## config.mk

```make
export PLATFORM = sky130hd
export DESIGN_NAME = swi_reset_sequencer
export DESIGN_NICKNAME = d
export VERILOG_FILES = /design/src/rtl/swi_reset_sequencer.sv
export SDC_FILE = /design/constraint.sdc
export NUM_CORES = 1
export LEC_CHECK = 0
export CAP_MARGIN = 5
export CORE_MARGIN = 4
export CORE_UTILIZATION = 33
export CTS_BUF_LIST = sky130_fd_sc_hd__clkbuf_4 sky130_fd_sc_hd__clkbuf_8
export DETAILED_ROUTE_END_ITERATION = 16
export SLEW_MARGIN = 20
export SYNTH_ARGS = -nofsm -noshare
export SYNTH_HDL_FRONTEND = slang
export SYNTH_SLANG_ARGS = --single-unit
export TNS_END_PERCENT = 5
```

## constraint.sdc

```tcl
create_clock -name clock_core_sig -period 2.2 [get_ports clock_core_sig]
set_clock_uncertainty 0.1 [all_clocks]
set_input_delay 0.44 -clock clock_core_sig [delete_from_list [all_inputs] [get_ports clock_core_sig]]
set_output_delay 0.44 -clock clock_core_sig [all_outputs]
set_load 0.01 [all_outputs]
```

## src/rtl/swi_reset_sequencer.sv

```systemverilog
// swi_reset_sequencer: synchronises NUM_REQ asynchronous reset-request sources and runs
// the Nios II cpu_resetrequest/cpu_resettaken handshake with a minimum assertion time.
// If the CPU never acknowledges, it escalates to a timed active-low hard reset pulse.
// Latency: cpu_resetrequest rises SYNC_STAGES+1 edges after req_in is first sampled high.
// Backpressure: none; a request that stays high keeps the CPU in reset indefinitely.
// Ports:
//   clock_core_sig, qsys_reset_n_sig : core clock, async active-low reset
//   req_in, req_mask                 : async request levels, sync per-source ignore mask
//   cpu_resettaken                   : CPU acknowledge (ignored while idle)
//   clear_status                     : clears timeout_flag (a same-cycle set wins)
//   cpu_resetrequest, hard_reset_n   : handshake request to the CPU, hard reset to mreset
//   busy, last_cause, timeout_flag   : sequence active, cause at trigger, sticky escalation
//   reset_count                      : sequences started, saturating at 255
module swi_reset_sequencer #(
  parameter int NUM_REQ       = 2,
  parameter int SYNC_STAGES   = 2,
  parameter int MIN_ASSERT    = 16,
  parameter int TAKEN_TIMEOUT = 1024,
  parameter int HARD_PULSE    = 32
) (
  input  logic               clock_core_sig,
  input  logic               qsys_reset_n_sig,
  input  logic [NUM_REQ-1:0] req_in,
  input  logic [NUM_REQ-1:0] req_mask,
  input  logic               cpu_resettaken,
  input  logic               clear_status,
  output logic               cpu_resetrequest,
  output logic               hard_reset_n,
  output logic               busy,
  output logic [NUM_REQ-1:0] last_cause,
  output logic               timeout_flag,
  output logic [7:0]         reset_count
);

  localparam int T_MAX = (MIN_ASSERT > TAKEN_TIMEOUT) ? MIN_ASSERT : TAKEN_TIMEOUT;
  localparam int TW    = $clog2(T_MAX + 1);
  localparam int PW    = $clog2(HARD_PULSE + 1);

  localparam logic [TW-1:0] T_SAT  = TW'(T_MAX);
  localparam logic [TW-1:0] T_MIN  = TW'(MIN_ASSERT);
  localparam logic [TW-1:0] T_TO   = TW'(TAKEN_TIMEOUT);
  localparam logic [PW-1:0] P_LAST = PW'(HARD_PULSE - 1);

  typedef enum logic [1:0] {
    ST_IDLE = 2'd0,
    ST_REQ  = 2'd1,
    ST_HARD = 2'd2,
    ST_HOLD = 2'd3
  } state_t;

  state_t                           state_q, state_d;
  logic [SYNC_STAGES-1:0][NUM_REQ-1:0] sync_q, sync_d;
  logic [TW-1:0]                    t_cnt_q, t_cnt_d;
  logic [PW-1:0]                    p_cnt_q, p_cnt_d;
  logic                             cpu_resetrequest_q, cpu_resetrequest_d;
  logic                             hard_reset_n_q, hard_reset_n_d;
  logic [NUM_REQ-1:0]               last_cause_q, last_cause_d;
  logic                             timeout_flag_q, timeout_flag_d;
  logic [7:0]                       reset_count_q, reset_count_d;

  logic [NUM_REQ-1:0]               req_live;
  logic                             trigger;
  logic [TW-1:0]                    t_elapsed;

  // Synchroniser chain: stage 0 samples the raw request, the last stage feeds the trigger.
  always_comb begin
    sync_d    = '0;
    sync_d[0] = req_in;
    for (int i = 1; i < SYNC_STAGES; i++) begin
      sync_d[i] = sync_q[i-1];
    end
  end

  assign req_live = sync_q[SYNC_STAGES-1] & ~req_mask;
  assign trigger  = |req_live;

  // High cycles completed as of the coming edge; thresholds compare against this so that
  // MIN_ASSERT and TAKEN_TIMEOUT are exact counts of cycles with cpu_resetrequest high.
  assign t_elapsed = (t_cnt_q == T_SAT) ? T_SAT : t_cnt_q + 1'b1;

  always_comb begin
    state_d            = state_q;
    t_cnt_d            = t_cnt_q;
    p_cnt_d            = p_cnt_q;
    cpu_resetrequest_d = cpu_resetrequest_q;
    hard_reset_n_d     = hard_reset_n_q;
    last_cause_d       = last_cause_q;
    reset_count_d      = reset_count_q;
    timeout_flag_d     = clear_status ? 1'b0 : timeout_flag_q;

    unique case (state_q)
      ST_IDLE: begin
        cpu_resetrequest_d = 1'b0;
        hard_reset_n_d     = 1'b1;
        if (trigger) begin
          state_d            = ST_REQ;
          cpu_resetrequest_d = 1'b1;
          t_cnt_d            = '0;
          last_cause_d       = req_live;
          if (reset_count_q != 8'hFF) begin
            reset_count_d = reset_count_q + 8'd1;
          end
        end
      end
      ST_REQ: begin
        t_cnt_d = t_elapsed;
        // An acknowledge in the same cycle as the timeout takes priority.
        if (cpu_resettaken) begin
          state_d = ST_HOLD;
        end else if (t_elapsed >= T_TO) begin
          state_d        = ST_HARD;
          hard_reset_n_d = 1'b0;
          timeout_flag_d = 1'b1;
          p_cnt_d        = '0;
        end
      end
      ST_HARD: begin
        t_cnt_d = t_elapsed;
        if (p_cnt_q == P_LAST) begin
          state_d        = ST_HOLD;
          hard_reset_n_d = 1'b1;
        end else begin
          p_cnt_d = p_cnt_q + 1'b1;
        end
      end
      ST_HOLD: begin
        t_cnt_d = t_elapsed;
        if ((t_elapsed >= T_MIN) && !trigger) begin
          state_d            = ST_IDLE;
          cpu_resetrequest_d = 1'b0;
        end
      end
      default: begin
        state_d            = ST_IDLE;
        cpu_resetrequest_d = 1'b0;
        hard_reset_n_d     = 1'b1;
      end
    endcase
  end

  always_ff @(posedge clock_core_sig or negedge qsys_reset_n_sig) begin
    if (!qsys_reset_n_sig) begin
      state_q            <= ST_IDLE;
      sync_q             <= '0;
      t_cnt_q            <= '0;
      p_cnt_q            <= '0;
      cpu_resetrequest_q <= 1'b0;
      hard_reset_n_q     <= 1'b1;
      last_cause_q       <= '0;
      timeout_flag_q     <= 1'b0;
      reset_count_q      <= '0;
    end else begin
      state_q            <= state_d;
      sync_q             <= sync_d;
      t_cnt_q            <= t_cnt_d;
      p_cnt_q            <= p_cnt_d;
      cpu_resetrequest_q <= cpu_resetrequest_d;
      hard_reset_n_q     <= hard_reset_n_d;
      last_cause_q       <= last_cause_d;
      timeout_flag_q     <= timeout_flag_d;
      reset_count_q      <= reset_count_d;
    end
  end

  assign cpu_resetrequest = cpu_resetrequest_q;
  assign hard_reset_n     = hard_reset_n_q;
  assign busy             = (state_q != ST_IDLE);
  assign last_cause       = last_cause_q;
  assign timeout_flag     = timeout_flag_q;
  assign reset_count      = reset_count_q;

endmodule

```

==> run summary <==
The flow ran to the end, and the final reports show no timing, DRC or antenna violations. Counting cells, the worst reg-to-reg path comes to 6. Measured along the x axis, the die boundary spans 87.69 um.

The transition time of the tightest slew-check pin works out to 475.5 ps. Buffers placed on the I/O ports in this run total 21. Final hold analysis gives a worst-case slack of 82.81 ps. The logs give 4 for the first-pass iteration count of the detailed router and 3.523 mW for the total power of the final layout.

Antenna diode instance count: 0. The final layout contains 288 nets. The Yosys step of the flow raised 0 warnings. By startpoint and endpoint, the worst setup path is classified as reg -> reg. The floorplan has 28 rows.

In this run the standard cell core region covers 6026 um^2. The global placement routability congestion was 0.8302. The run gives 0 as the hold buffer count at CTS. The worst path in the final design needs a cycle of 2171 ps, including I/O delays and setup. For the initial antenna violation count, the log shows 0. Setup repair after global routing could not meet its margin everywhere. Chip height: 87.69 um. After synthesis, flip-flops and latches occupy 43.04% of the total area. The number of global-route vias before repair was 1834; the worst setup slack before clock tree synthesis was -29.74 ps.

The die covers 7690 um^2. The cell type contributing the most total cell area after synthesis was sky130_fd_sc_hd__dfrtp_1. Static timing analysis puts the maximum clock frequency at 0.4606 GHz. STA classifies the critical path endpoint as a register. In this design, the stage delay of the slowest critical-path cell is 550 ps.

The final layout contains routed wiring with a total length of 4782 um. The share of the clock period used by the worst path after layout came out at 98.68%. TritonCTS built the clock tree. The fraction of final layout cells with drive strength greater than 1 was 25.27%; the global-route wire length before repair was 8569 um. 22 I/O pins were placed. For the critical path data arrival time, the log shows 2240 ps. The total number of vias was 1795; the number of distinct library cell variants in the gate-level netlist after synthesis was 52. The capturing point of the worst reg2reg path was state_q[1]. The violation count after the first detailed-routing iteration is 131, and the all-layer global routing usage is 14.02%. Among all stages on the critical path, the largest delay is contributed by sky130_fd_sc_hd__or4_4.

In the routed layout, each cell is associated on average with a via count of 5.158. The total number of clock tree sinks was 36. The run gives 68.30% as the worst slew slack as a fraction of its limit.

The launch instance of the worst register-to-register path was t_cnt_q[3]. Ranked by instance count, the synthesized netlist is headed by sky130_fd_sc_hd__dfrtp_1 (35), sky130_fd_sc_hd__nand2_1 (34), sky130_fd_sc_hd__o21ai_0 (25), sky130_fd_sc_hd__xnor2_1 (11). The tools report the number of CTS-inserted buffers as 5. The clock-pin slew of the registers on the worst-case setup and hold paths came out at 70 ps. In this run the number of H-tree levels came out at 2. The share of async-settable or async-resettable flops after synthesis was 100.0%. The critical path goes through or4_4 -> o31ai_2 -> nor3_2 -> a211oi_2 -> o21ai_2 -> mux2_4. In this run, synthesis produced a sequential element count of 36.

Across all register-to-register paths, the minimum setup slack is 30 ps. Setup violations remaining at the end of the flow were counted as 0. Count of final max-slew check failures: 0.

Per-cell routed wire length: 13.74 um. The worst setup path is launched from a register. Ranked by total cell area, the synthesized netlist is headed by sky130_fd_sc_hd__dfrtp_1 (42%), sky130_fd_sc_hd__nand2_1 (6.1%), sky130_fd_sc_hd__o21ai_0 (6.0%), sky130_fd_sc_hd__ha_1 (4.8%), sky130_fd_sc_hd__xnor2_1 (4.6%). Of all nets on the critical path, the largest fanout is 7. The count of flip-flops with a built-in enable after synthesis came out at 0.

The run gives 0 as the max-cap check violation count. Power spread over the standard cell area amounts to 1303 nW/um^2. Across the VDD grid, the largest voltage drop is 0.4744 mV. Across all setup checks in the final design, the least slack found is 28.95 ps. For the number of standard cells after synthesis, the log shows 221. Overflow left after global routing: 0.

The root buffer cell chosen for the clock tree is sky130_fd_sc_hd__clkbuf_8. The post-synthesis net count was 237. Classification of the worst-slack hold path: in -> async. Among all flip-flop cells after synthesis, the most frequent one is sky130_fd_sc_hd__dfrtp_1. The later pin in the worst-skew pair is clocked with a latency of 280 ps. For the static leakage, the log shows 1.163 nW. Relative to the synthesized area, the layout overhead comes to 29.01%. The starting utilization of the core area came out at 34.78%. After synthesis the cells add up to 2096 um^2.

The wire-length estimate of the detail-placed layout is 3473 um. The detailed-route DRC error count is 0, and the synthesized area divided by synthesized cell count is 9.483 um^2. Once detail routing completed, the nets flagged for antenna violations numbered 0. The most common cell in the synthesized netlist is sky130_fd_sc_hd__dfrtp_1. The data required time of the worst path was 2270 ps; the final-report hold violation count was 0. The maximum clock path buffer count is 2.

The share of synthesized area in the top cell type comes to 41.79%. Entering global routing, the biggest net connects 37 pins.
## power by group
part / leakage (nW) / switching, mW / internal (mW)
sequential: 0.461 / 0.270 / 0.887
clock: 0.0491 / 0.237 / 0.247
combinational: 0.653 / 0.913 / 0.969
total: 1.16 / 1.42 / 2.10
## how the worst max path moves through the flow
stage | start | endpoint | slack, ps | cells past startpoint
2_1_floorplan | t_cnt_q[0] | state_q[1] | 40 | 7
3_3_place_gp | t_cnt_q[1] | state_q[1] | -20 | 8
3_5_place_dp | t_cnt_q[1] | state_q[1] | -30 | 8
4_1_cts | t_cnt_q[1] | state_q[1] | 4 | 7
5_1_grt | t_cnt_q[1] | state_q[1] | -40 | 8
6_report | t_cnt_q[3] | state_q[1] | 30 | 6
## per-stage QoR
stage               utilization (%)  std cells  setup TNS (ps)  area, um^2
floorplan                         -        221               0        2096
global placement              42.11        339          -21.29        2537
detailed placement            42.11        339          -34.57        2537
CTS                           43.71        347               0        2634
global route                  44.87        348          -56.10        2704
finish                        44.87        348               0        2704
## final cells by class
cell class / instances / area (um^2)
multi-input combinational: 167 / 1141
tap: 75 / 93.84
fill: 590 / 3322
inverter: 11 / 42.54
clock inverter: 1 / 5.005
clock buffer: 7 / 83.83
timing repair buffer: 51 / 432.9
sequential: 36 / 904.6
## placed cells by master (no fill, tap or decap), types with 2 or more instances in the layout
cell / count
sky130_fd_sc_hd__nand3_1: 6
sky130_fd_sc_hd__a211oi_1: 2
sky130_fd_sc_hd__xor2_1: 4
sky130_fd_sc_hd__or2b_2: 2
sky130_fd_sc_hd__dfrtp_1: 33
sky130_fd_sc_hd__nand2_1: 34
sky130_fd_sc_hd__clkbuf_4: 2
sky130_fd_sc_hd__and3_1: 7
sky130_fd_sc_hd__o31ai_2: 2
sky130_fd_sc_hd__and2_1: 2
sky130_fd_sc_hd__nand2b_1: 3
sky130_fd_sc_hd__nand4_1: 7
sky130_fd_sc_hd__inv_1: 10
sky130_fd_sc_hd__clkbuf_8: 5
sky130_fd_sc_hd__clkdlybuf4s50_1: 19
sky130_fd_sc_hd__ha_1: 6
sky130_fd_sc_hd__xnor2_1: 10
sky130_fd_sc_hd__clkinv_2: 2
sky130_fd_sc_hd__nor3_2: 3
sky130_fd_sc_hd__buf_4: 29
sky130_fd_sc_hd__dfrtp_2: 2
sky130_fd_sc_hd__a21oi_1: 4
sky130_fd_sc_hd__nor2_1: 10
sky130_fd_sc_hd__nor4_1: 3
sky130_fd_sc_hd__o31ai_1: 2
sky130_fd_sc_hd__o22ai_1: 4
sky130_fd_sc_hd__or2_2: 2
sky130_fd_sc_hd__nor2b_1: 3
sky130_fd_sc_hd__o21ai_0: 25
## worst max-delay path: cells and delay by family (launching register included)
kind | cells | cell delay (ps)
simple gates | 2 | 640
mux | 1 | 300
flops | 1 | 480
compound gates | 3 | 550
## layer usage
metal | vias up | share of wire (%) | global-route usage (%)
met5 | - | 0 | 0
met4 | 0 | 0.36 | 3.347
met3 | 2 | 6.3 | 4.139
met2 | 62 | 46 | 22.53
met1 | 846 | 47 | 18.63
li1 | 885 | - | -
## what timing repair did
item | 4_1_cts | 5_1_grt
buffers inserted | 0 | 1
gates resized for setup | 4 | 12
setup endpoints to repair | 2 | 8
pin swaps | 0 | 7
## state kept, by name, summed over array words and instances (netlist names)
register	flops
t_cnt_q	11
reset_count	8
p_cnt_q	6
last_cause	2
state_q	2
sync_d	2
sync_q	2
cpu_resetrequest	1
hard_reset_n	1
timeout_flag	1
## cells by family after synthesis
logic type,share of synthesized area (%)
fa+ha+maj,4.776
simple gates,23.64
flops,43.05
xor+xnor,6.268
buf+inv,5.552
mux,1.731
compound gates,14.99
(Power assumes the default switching activity.)
